===== src/rtl/io_in_ports_pkg.sv =====
// rtl/io_in_ports_pkg.sv - shared input/output port bank definitions (package io_defs)
package io_defs;

    localparam int NUM_IN_PORTS  = 4;
    localparam int DEF_WIDTH     = 8;
    localparam int DEF_DB_CYCLES = 4;

    typedef logic [1:0] port_addr_t;

    function automatic logic [NUM_IN_PORTS-1:0] port_onehot(input port_addr_t addr);
        logic [NUM_IN_PORTS-1:0] oh;
        oh       = '0;
        oh[addr] = 1'b1;
        return oh;
    endfunction

endpackage


===== src/rtl/io_in_ports_sync.sv =====
// rtl/io_in_ports_sync.sv - per-port synchroniser and capture register (module io_in_sync)
// Optional debounce filter built when IN_DEBOUNCE_EN is defined.
module io_in_sync
    import io_defs::*;
#(
    parameter int WIDTH     = DEF_WIDTH,
    parameter int DB_CYCLES = DEF_DB_CYCLES
) (
    input  logic             clk,
    input  logic             reset,
    input  logic [WIDTH-1:0] pin_in,
    output logic [WIDTH-1:0] cap,
    output logic             changed
);

    logic [WIDTH-1:0] sync1_q, sync1_d;
    logic [WIDTH-1:0] sync2_q, sync2_d;
    logic [WIDTH-1:0] cap_q, cap_d;
    logic             changed_c;

    always_comb begin
        sync1_d = pin_in;
        sync2_d = sync1_q;
    end

`ifdef IN_DEBOUNCE_EN
    localparam int CW = $clog2(DB_CYCLES + 1);
    localparam logic [CW-1:0] CNT_DONE = CW'(DB_CYCLES);

    logic [WIDTH-1:0] cand_q, cand_d;
    logic [CW-1:0]    cnt_q, cnt_d, cnt_nxt;

    // The counter tracks how many consecutive cycles sync2 has held the candidate.
    always_comb begin
        cand_d  = cand_q;
        cnt_nxt = '0;
        if (sync2_q == cap_q) begin
            cnt_nxt = '0;
        end else if (sync2_q != cand_q) begin
            cand_d  = sync2_q;
            cnt_nxt = CW'(1);
        end else begin
            cnt_nxt = cnt_q + 1'b1;
        end
        // sync2 equals the (possibly just-loaded) candidate whenever capture fires
        changed_c = (sync2_q != cap_q) && (cnt_nxt == CNT_DONE);
        cap_d     = changed_c ? sync2_q : cap_q;
        cnt_d     = changed_c ? '0 : cnt_nxt;
    end

    always_ff @(posedge clk or posedge reset) begin
        if (reset) begin
            cand_q <= '0;
            cnt_q  <= '0;
        end else begin
            cand_q <= cand_d;
            cnt_q  <= cnt_d;
        end
    end
`else
    localparam int db_cycles_unused = DB_CYCLES;

    always_comb begin
        changed_c = (sync2_q != cap_q);
        cap_d     = changed_c ? sync2_q : cap_q;
    end
`endif

    always_ff @(posedge clk or posedge reset) begin
        if (reset) begin
            sync1_q <= '0;
            sync2_q <= '0;
            cap_q   <= '0;
        end else begin
            sync1_q <= sync1_d;
            sync2_q <= sync2_d;
            cap_q   <= cap_d;
        end
    end

    assign cap     = cap_q;
    assign changed = changed_c;

endmodule


===== src/rtl/io_in_ports.sv =====
// rtl/io_in_ports.sv - four synchronised input ports with sticky new-data flags and irq
// Debounce per port is enabled with IN_DEBOUNCE_EN.
module io_in_ports
    import io_defs::*;
#(
    parameter int WIDTH     = DEF_WIDTH,
    parameter int DB_CYCLES = DEF_DB_CYCLES
) (
    input  logic                    clk,
    input  logic                    reset,
    input  logic [WIDTH-1:0]        port_in0,
    input  logic [WIDTH-1:0]        port_in1,
    input  logic [WIDTH-1:0]        port_in2,
    input  logic [WIDTH-1:0]        port_in3,
    input  logic                    rd_en,
    input  logic [1:0]              rd_port,
    output logic [WIDTH-1:0]        rd_data,
    output logic                    rd_new,
    output logic [NUM_IN_PORTS-1:0] new_flags,
    output logic                    irq
);

    logic [WIDTH-1:0]        pins [NUM_IN_PORTS];
    logic [WIDTH-1:0]        caps [NUM_IN_PORTS];
    logic [NUM_IN_PORTS-1:0] changed;

    logic [NUM_IN_PORTS-1:0] flags_q, flags_d;
    logic [NUM_IN_PORTS-1:0] clr;
    logic [WIDTH-1:0]        rd_data_q, rd_data_d;
    logic                    rd_new_q, rd_new_d;
    logic                    irq_q, irq_d;

    assign pins[0] = port_in0;
    assign pins[1] = port_in1;
    assign pins[2] = port_in2;
    assign pins[3] = port_in3;

    for (genvar i = 0; i < NUM_IN_PORTS; i++) begin : g_port
        io_in_sync #(
            .WIDTH     (WIDTH),
            .DB_CYCLES (DB_CYCLES)
        ) u_sync (
            .clk     (clk),
            .reset   (reset),
            .pin_in  (pins[i]),
            .cap     (caps[i]),
            .changed (changed[i])
        );
    end

    // A capture on the same edge as a read of that port keeps the flag set.
    always_comb begin
        clr       = rd_en ? port_onehot(rd_port) : '0;
        flags_d   = (flags_q & ~clr) | changed;
        irq_d     = |flags_d;
        rd_data_d = rd_en ? caps[rd_port]    : rd_data_q;
        rd_new_d  = rd_en ? flags_q[rd_port] : rd_new_q;
    end

    always_ff @(posedge clk or posedge reset) begin
        if (reset) begin
            flags_q   <= '0;
            rd_data_q <= '0;
            rd_new_q  <= 1'b0;
            irq_q     <= 1'b0;
        end else begin
            flags_q   <= flags_d;
            rd_data_q <= rd_data_d;
            rd_new_q  <= rd_new_d;
            irq_q     <= irq_d;
        end
    end

    assign rd_data   = rd_data_q;
    assign rd_new    = rd_new_q;
    assign new_flags = flags_q;
    assign irq       = irq_q;

endmodule


===== config.mk =====
export PLATFORM = sky130hd
export DESIGN_NAME = io_in_ports
export DESIGN_NICKNAME = d
export VERILOG_FILES = /design/src/rtl/io_in_ports_pkg.sv /design/src/rtl/io_in_ports_sync.sv /design/src/rtl/io_in_ports.sv
export SDC_FILE = /design/constraint.sdc
export NUM_CORES = 1
export LEC_CHECK = 0
export BUFFER_PORTS_ARGS = -buffer_cell sky130_fd_sc_hd__buf_2
export CORE_ASPECT_RATIO = 1.25
export CORE_MARGIN = 10
export CORE_UTILIZATION = 40
export CTS_CLUSTER_SIZE = 24
export DETAILED_ROUTE_END_ITERATION = 10
export PLACE_DENSITY_LB_ADDON = 0.15
export SYNTH_ARGS = -nofsm -noshare
export SYNTH_HDL_FRONTEND = slang
export SYNTH_SLANG_ARGS = --single-unit

===== constraint.sdc =====
create_clock -name clk -period 5.81 [get_ports clk]
set_clock_uncertainty 0.1 [all_clocks]
set_input_delay 0.8715 -clock clk [delete_from_list [all_inputs] [get_ports clk]]
set_output_delay 0.8715 -clock clk [all_outputs]
set_load 0.02 [all_outputs]

==> results.py, run 1 <==
metrics = {
    "pwr": {
        "ir_worst_vdd_mv": 0.1490,
        "p_total_mw": 1.383,
        "p_leak_nw": 1.817,
        "power_density_mw_per_mm2": 338.4,
    },
    "yosys": {
        "yosysSeqAreaShare_pct": 76.20,
        "yosys.area_share.simple_pct": 2.771,
        "synth_area_mm2": 0.003612,
        "syn_nets": 253,
        "synth_top_family_by_area": "multiplexers",
        "synth_top_cell_by_area": "dfrtp_1",
        "syn_inst": 216,
        "synth_top_area_share_pct": 76.20,
        "avgSynthCellArea_um2": 16.72,
        "synth_mux_area_share_pct": 8.625,
        "synth-xor-area-share_pct": 7.759,
        "yosys_register_bits": 110,
        "yosys.area_share.adder_pct": 0,
        "synth_compound_area_share_pct": 0.5542,
        "synth_area_leaders": "dfrtp_1 (76%), xor2_1 (7.8%), mux4_2 (4.4%)",
        "ys_types": 16,
        "yosysWarnings": 0,
    },
    "timing": {
        "max_slew.worst_pin.slew_ns": 0.9853,
        "final-setup-viol-count": 0,
        "fin_crit_sh_pct": 34.00,
        "setup_tns_ns": 0,
        "max_freq_ghz": 0.5062,
        "slew_viol_final": 0,
        "hold_slack_ns": 0.2513,
        "slew_headroom_pct": 34.31,
        "rsz0062_at_grt": "false",
        "final_hold_viol_count": 0,
        "layout_setup_ws_ns": 3.835,
        "period_minus_slack_ns": 1.975,
    },
    "global_route": {
        "grt_pass1_wl_mm": 9.839,
        "antenna_found_initial": 0,
        "grt_pass1_vias": 1932,
        "grt.overflow.total": 0,
        "grt.total_usage_pct": 9.514,
        "grt_max_degree": 86,
    },
    "floorplan": {
        "die_w_um": 105.0,
        "num_rows": 38,
        "die_y_um": 126.2,
        "core_mm2": 0.008748,
        "io_pins": 51,
        "die-area_mm2": 0.01326,
        "start_util_pct": 41.29,
    },
    "clocking": {
        "cts_root_buffer": "clkbuf_8",
        "clkLatencyLatePin_ns": 0.36,
        "cts_resized": 0,
        "cts_tree": "built",
        "cts_buffers": 9,
        "postCtsSetupBuffers": 0,
        "clock-sinks": 110,
        "cts_hold_buf": 0,
        "path_clk_slew_ns": 0.10,
        "htreeDepth": 3,
        "cts_max_path_buffers": 2,
    },
    "critical_path": {
        "cp-start-kind": "input pin",
        "cp-end-kind": "flop",
        "cp.required_ns": 5.93,
        "cp_max_fo": 12,
        "arrival_ns": 2.10,
        "rr_worst_depth": 4,
        "crit_type": "input pin to flop",
    },
    "place": {
        "place_hpwl_mm": 4.196,
        "port-buffer-count": 50,
        "gp_congestion": 0.6932,
        "place_area_mm2": 0.003882,
        "pre_cts_slack_ns": 3.479,
    },
    "drt": {
        "via_per_inst": 4.421,
        "wl_mm": 5.812,
        "drtAntennaViolNets": 0,
        "num_vias": 1627,
        "first_pass_iters": 4,
        "drtIter0Drc": 39,
        "post_drt_wl_per_cell_um": 15.79,
        "drc": 0,
    },
    "run_status": {
        "status": "finished clean",
    },
    "finish": {
        "drive_gt1_share_pct": 34.68,
        "area_growth_pct": 13.16,
        "final_area_mm2": 0.004088,
        "antenna_cells": 0,
        "fin_nets": 280,
    },
    "hold_path": {
        "hold_path.class": "flop to flop",
        "hold-path-cell-count": 0,
    },
    "run": {
        "cap_viol_max_count": 0,
    },
}
==> per-stage QoR <==
step | instances | utilization (%)
3_5_place_dp | 352 | 44.38
5_1_grt | 368 | 46.72
2_1_floorplan | 216 | -
4_1_cts | 368 | 46.72
6_report | 368 | 46.72
3_3_place_gp | 352 | 44.38
==> layout by cell type, fill, tap and decap left out <==
cell and instances:
nor4_1 6, o21ai_0 4, clkinv_2 1, nand2_1 1, clkinv_4 1, mux4_2 7, buf_4 1, buf_2 50
clkinvlp_4 2, inv_1 1, bufinv_16 1, xor2_1 32, dfrtp_1 110, inv_8 2, mux2_2 9, nand2b_1 1
mux4_1 2, nand3_1 4, clkbuf_8 9, inv_4 1, or4_1 1, nor4_2 2
==> final timing paths <==
check / from / endpoint / slack (ns)
max in group asynchronous: reset / g_port[3].u_sync.sync1_q[7] / 4.07
min in group asynchronous: reset / g_port[1].u_sync.sync1_q[2] / 0.64
worst max register to register: g_port[3].u_sync.cap[6] / irq / 3.91
worst max-delay path: rd_port[1] / irq / 3.83
worst min register to register: g_port[2].u_sync.sync1_q[3] / g_port[2].u_sync.sync2_q[3] / 0.25
worst min-delay path: g_port[2].u_sync.sync1_q[3] / g_port[2].u_sync.sync2_q[3] / 0.25
==> cell usage after synthesis <==
| cell type | n |
|---|---|
| inv_1 | 2 |
| mux2_2 | 9 |
| mux4_2 | 7 |
| mux4_1 | 2 |
| nor4_2 | 2 |
| or4_1 | 1 |
| buf_2 | 1 |
| o21ai_0 | 4 |
| buf_4 | 2 |
| xor2_1 | 32 |
| nand2b_1 | 1 |
| nor4_1 | 6 |
| nand3_1 | 4 |
| nand2_1 | 1 |
| dfrtp_1 | 110 |
| clkbuf_1 | 32 |
==> per-layer routing <==
metal / track usage, % / wire length, um / part of all wire, % / vias up
met3: 4.388 / 287 / 4.9 / 5
li1: - / - / - / 740
met2: 14.28 / 2819 / 49 / 43
met4: 3.155 / 63 / 1.1 / 0
met1: 11.93 / 2641 / 45 / 839
met5: 0 / 0 / 0 / -
==> report_power, final <==
| part | internal (mW) | switching, mW | total (mW) |
|---|---|---|---|
| combinational | 0.0410 | 0.0488 | 0.0898 |
| clock | 0.205 | 0.256 | 0.461 |
| sequential | 0.807 | 0.0247 | 0.832 |
| total | 1.05 | 0.330 | 1.38 |
==> kinds of logic after synthesis <==
family	Yosys count
simple gates	15
compound gates	4
mux	18
xor+xnor	32
flops	110
buf+inv	37
==> critical path, cell delays in order <==
cell and delay (ns):
buf_2 0.28, inv_1 0.09, o21ai_0 0.19, nand3_1 0.12, or4_1 0.54
==> area by class of cell <==
cell class                      count  area [um^2]
Clock buffer                        9        123.9
Clock inverter                      7        81.33
Fill cell                         806         4661
Inverter                            2        10.01
Multi-Input combinational cell     69        711.9
Sequential cell                   110         2753
Tap cell                          120        150.1
Timing Repair Buffer               51        257.7
==> state kept, by name, summed over array words and instances, names as in the netlist <==
register	cells
rd_data	8
g_port.u_sync.cap	32
g_port.u_sync.sync2_q	32
rd_new	1
new_flags	4
g_port.u_sync.sync1_q	32
irq	1
Note: power is estimated with default switching activity, not from simulation.
==> run 2: changes to the inputs <==
Settings changed: ABC_AREA set to 1.
Clock period 5.81 ns to 1.7 ns, I/O delays scaled along.
==> results.py, run 2 <==
metrics = {
    "pwr": {
        "ir_worst_vdd_mv": 0.4902,
        "power_density_mw_per_mm2": 1114,
        "p_leak_nw": 2.172,
    },
    "finish": {
        "layout_common_cells": "dfrtp_1 (110), nand2_1 (83), buf_2 (50), dlygate4sd3_1 (33), xnor2_1 (24)",
        "fillCellCount": 837,
        "post-route-util_pct": 51.24,
        "antenna_cells": 0,
        "fin_nets": 415,
        "area_growth_pct": 25.40,
        "final_common_cell": "dfrtp_1",
        "drive_gt1_share_pct": 21.00,
    },
    "critical_path": {
        "timing.critical_path.buf_inv": 0,
        "crit_path_cell_trace": "xnor2_1, nand2_1, nor2_1, nand3_2, nor2_1, nand2_1",
        "timing.rr.start": "g_port[0].u_sync.cap[6]",
        "cp.required_ns": 1.83,
        "cp-end-kind": "flop",
        "crit_type": "flop to flop",
        "rr_worst_depth": 6,
        "reg2reg_to": "irq",
        "cp-start-kind": "flop",
        "cpMaxStageDelayCell": "dfrtp_1",
        "rrSetupSlack_ns": 0.41,
        "arrival_ns": 1.42,
        "cp_max_fo": 2,
        "cp_slowest_stage_delay_ns": 0.40,
        "cpLargestDelayFamily": "simple AND/OR/NAND/NOR gates",
    },
    "yosys": {
        "yosysMostFrequentCell": "dfrtp_1",
        "async_reset_ff_share_pct": 100.0,
        "yosysSeqAreaShare_pct": 73.83,
        "synth_ff_type": "dfrtp_1",
        "syn_nets": 350,
        "synth-edff-count": 0,
        "avgSynthCellArea_um2": 11.91,
        "synth_area_leaders": "dfrtp_1 (74%), nand2_1 (8.4%), xnor2_1 (5.6%)",
        "synth_area_mm2": 0.003729,
        "yosys_register_bits": 110,
        "ys_types": 18,
        "synth_top_area_share_pct": 73.83,
        "yosysWarnings": 0,
        "syn_inst": 313,
        "synth_top_cell_by_area": "dfrtp_1",
        "synth_commonest_cells": "dfrtp_1 (110), nand2_1 (83), clkbuf_1 (32)",
    },
    "floorplan": {
        "die_w_um": 106.4,
        "die_y_um": 127.9,
        "start_util_pct": 40.86,
        "die-area_mm2": 0.01361,
        "num_rows": 39,
        "io_pins": 51,
        "core_mm2": 0.009125,
    },
    "drt": {
        "num_vias": 2097,
        "drtAntennaViolNets": 0,
        "drtIter0Drc": 67,
        "drc": 0,
        "post_drt_wl_per_cell_um": 12.65,
        "via_per_inst": 4.161,
        "first_pass_iters": 4,
        "wl_mm": 6.374,
    },
    "timing": {
        "final_hold_viol_count": 0,
        "final-setup-viol-count": 0,
        "setup_tns_ns": 0,
        "rsz0062_at_grt": "false",
        "max_slew.worst_pin.slew_ns": 0.3818,
        "period_minus_slack_ns": 1.294,
        "max_freq_ghz": 0.7726,
        "slew_headroom_pct": 74.55,
        "slew_viol_final": 0,
        "fin_crit_sh_pct": 76.13,
    },
    "place": {
        "port-buffer-count": 50,
        "gp_congestion": 0.7717,
        "place_hpwl_mm": 4.570,
    },
    "global_route": {
        "grt.overflow.total": 0,
        "grt_pass1_vias": 2248,
        "grt.total_usage_pct": 10.37,
        "grt_pass1_wl_mm": 11.05,
        "antenna_found_initial": 0,
        "grt_max_degree": 76,
    },
    "clocking": {
        "cts_hold_buf": 33,
        "htreeDepth": 3,
        "path_clk_slew_ns": 0.06,
        "cts_buffers": 9,
        "cts_resized": 0,
        "postCtsSetupBuffers": 0,
        "cts_tree": "built",
        "clock-sinks": 110,
        "cts_max_path_buffers": 2,
        "cts_root_buffer": "clkbuf_16",
        "clkLatencyLatePin_ns": 0.34,
    },
    "run": {
        "cap_viol_max_count": 0,
    },
    "hold_path": {
        "min-delay-start": "rd_en",
        "hold-path-cell-count": 4,
        "min_to": "rd_data[6]",
        "hold_path.class": "input pin to flop",
    },
    "run_status": {
        "status": "finished clean",
    },
}
## run 2: cell count changes after synthesis, sizes merged, moves of 5 or more
cell | previous run | this run
a21oi | 0 | 5
a41oi | 0 | 5
inv | 2 | 21
mux2 | 9 | 0
mux4 | 9 | 0
nand2 | 1 | 85
nor2 | 0 | 18
nor4 | 8 | 0
xnor2 | 0 | 24
xor2 | 32 | 0
## run 2: report_power, final
part / switching, mW / internal, mW
clock network: 0.844 / 1.12
registers: 0.0846 / 2.76
logic: 0.208 / 0.193
## run 2: worst reg2reg max path, delay by kind of cell (launching register included)
kind	cells	cell delay, ns
xor+xnor	1	0.16
flops	1	0.40
simple gates	5	0.52
## run 2: worst max path at each step
stage | start | endpoint | slack [ns] | cells past startpoint
floorplan | reset | g_port[0].u_sync.cap[0] | 0.02 | 1
global placement | rd_port[0] | irq | 0.41 | 8
detailed placement | rd_port[1] | irq | 0.40 | 8
CTS | g_port[0].u_sync.cap[6] | irq | 0.40 | 6
global route | g_port[1].u_sync.cap[4] | irq | 0.27 | 6
finish | g_port[0].u_sync.cap[6] | irq | 0.41 | 6
## run 2: routing by layer
| metal | vias to the layer above | GRT usage (%) | wire length, um |
|---|---|---|---|
| met5 | - | 0 | 0 |
| met3 | 11 | 3.320 | 299 |
| li1 | 1067 | - | - |
| met4 | 0 | 5.986 | 156 |
| met1 | 974 | 13.43 | 3038 |
| met2 | 45 | 14.94 | 2880 |
## run 2: layout make-up
type | count | area [um^2] | share of cell area, %
sequential | 110 | 2753 | 58.87
timing repair buffer | 87 | 635.6 | 13.59
clock buffer | 10 | 229.0 | 4.897
clock inverter | 4 | 50.05 | 1.070
multi-input combinational | 149 | 772.0 | 16.51
tap | 123 | 153.9 | 3.291
inverter | 21 | 82.58 | 1.766
## run 2: cell families after synthesis
group                  after synthesis  share of synthesized area [%]
flip-flops                         110                          73.83
AO/OA/AOI/OAI                       14                          2.584
XOR/XNOR                            24                          5.638
AND/OR/NAND/NOR                    111                          12.48
buffers and inverters               54                          5.470
## run 2: stage by stage
stage / std cells / hold WS, ns / worst slack, ns / total power [mW] / cell area (um^2)
floorplan: 313 / 0.1864 / 0.01552 / 3.115 / 3732
global placement: 457 / 0.2334 / 0.4143 / 3.241 / 4066
detailed placement: 457 / 0.2347 / 0.3990 / 3.249 / 4066
CTS: 504 / 0.1415 / 0.3971 / 5.300 / 4676
global route: 504 / 0.1825 / 0.2701 / 5.446 / 4676
finish: 504 / 0.1606 / 0.4057 / 5.211 / 4676
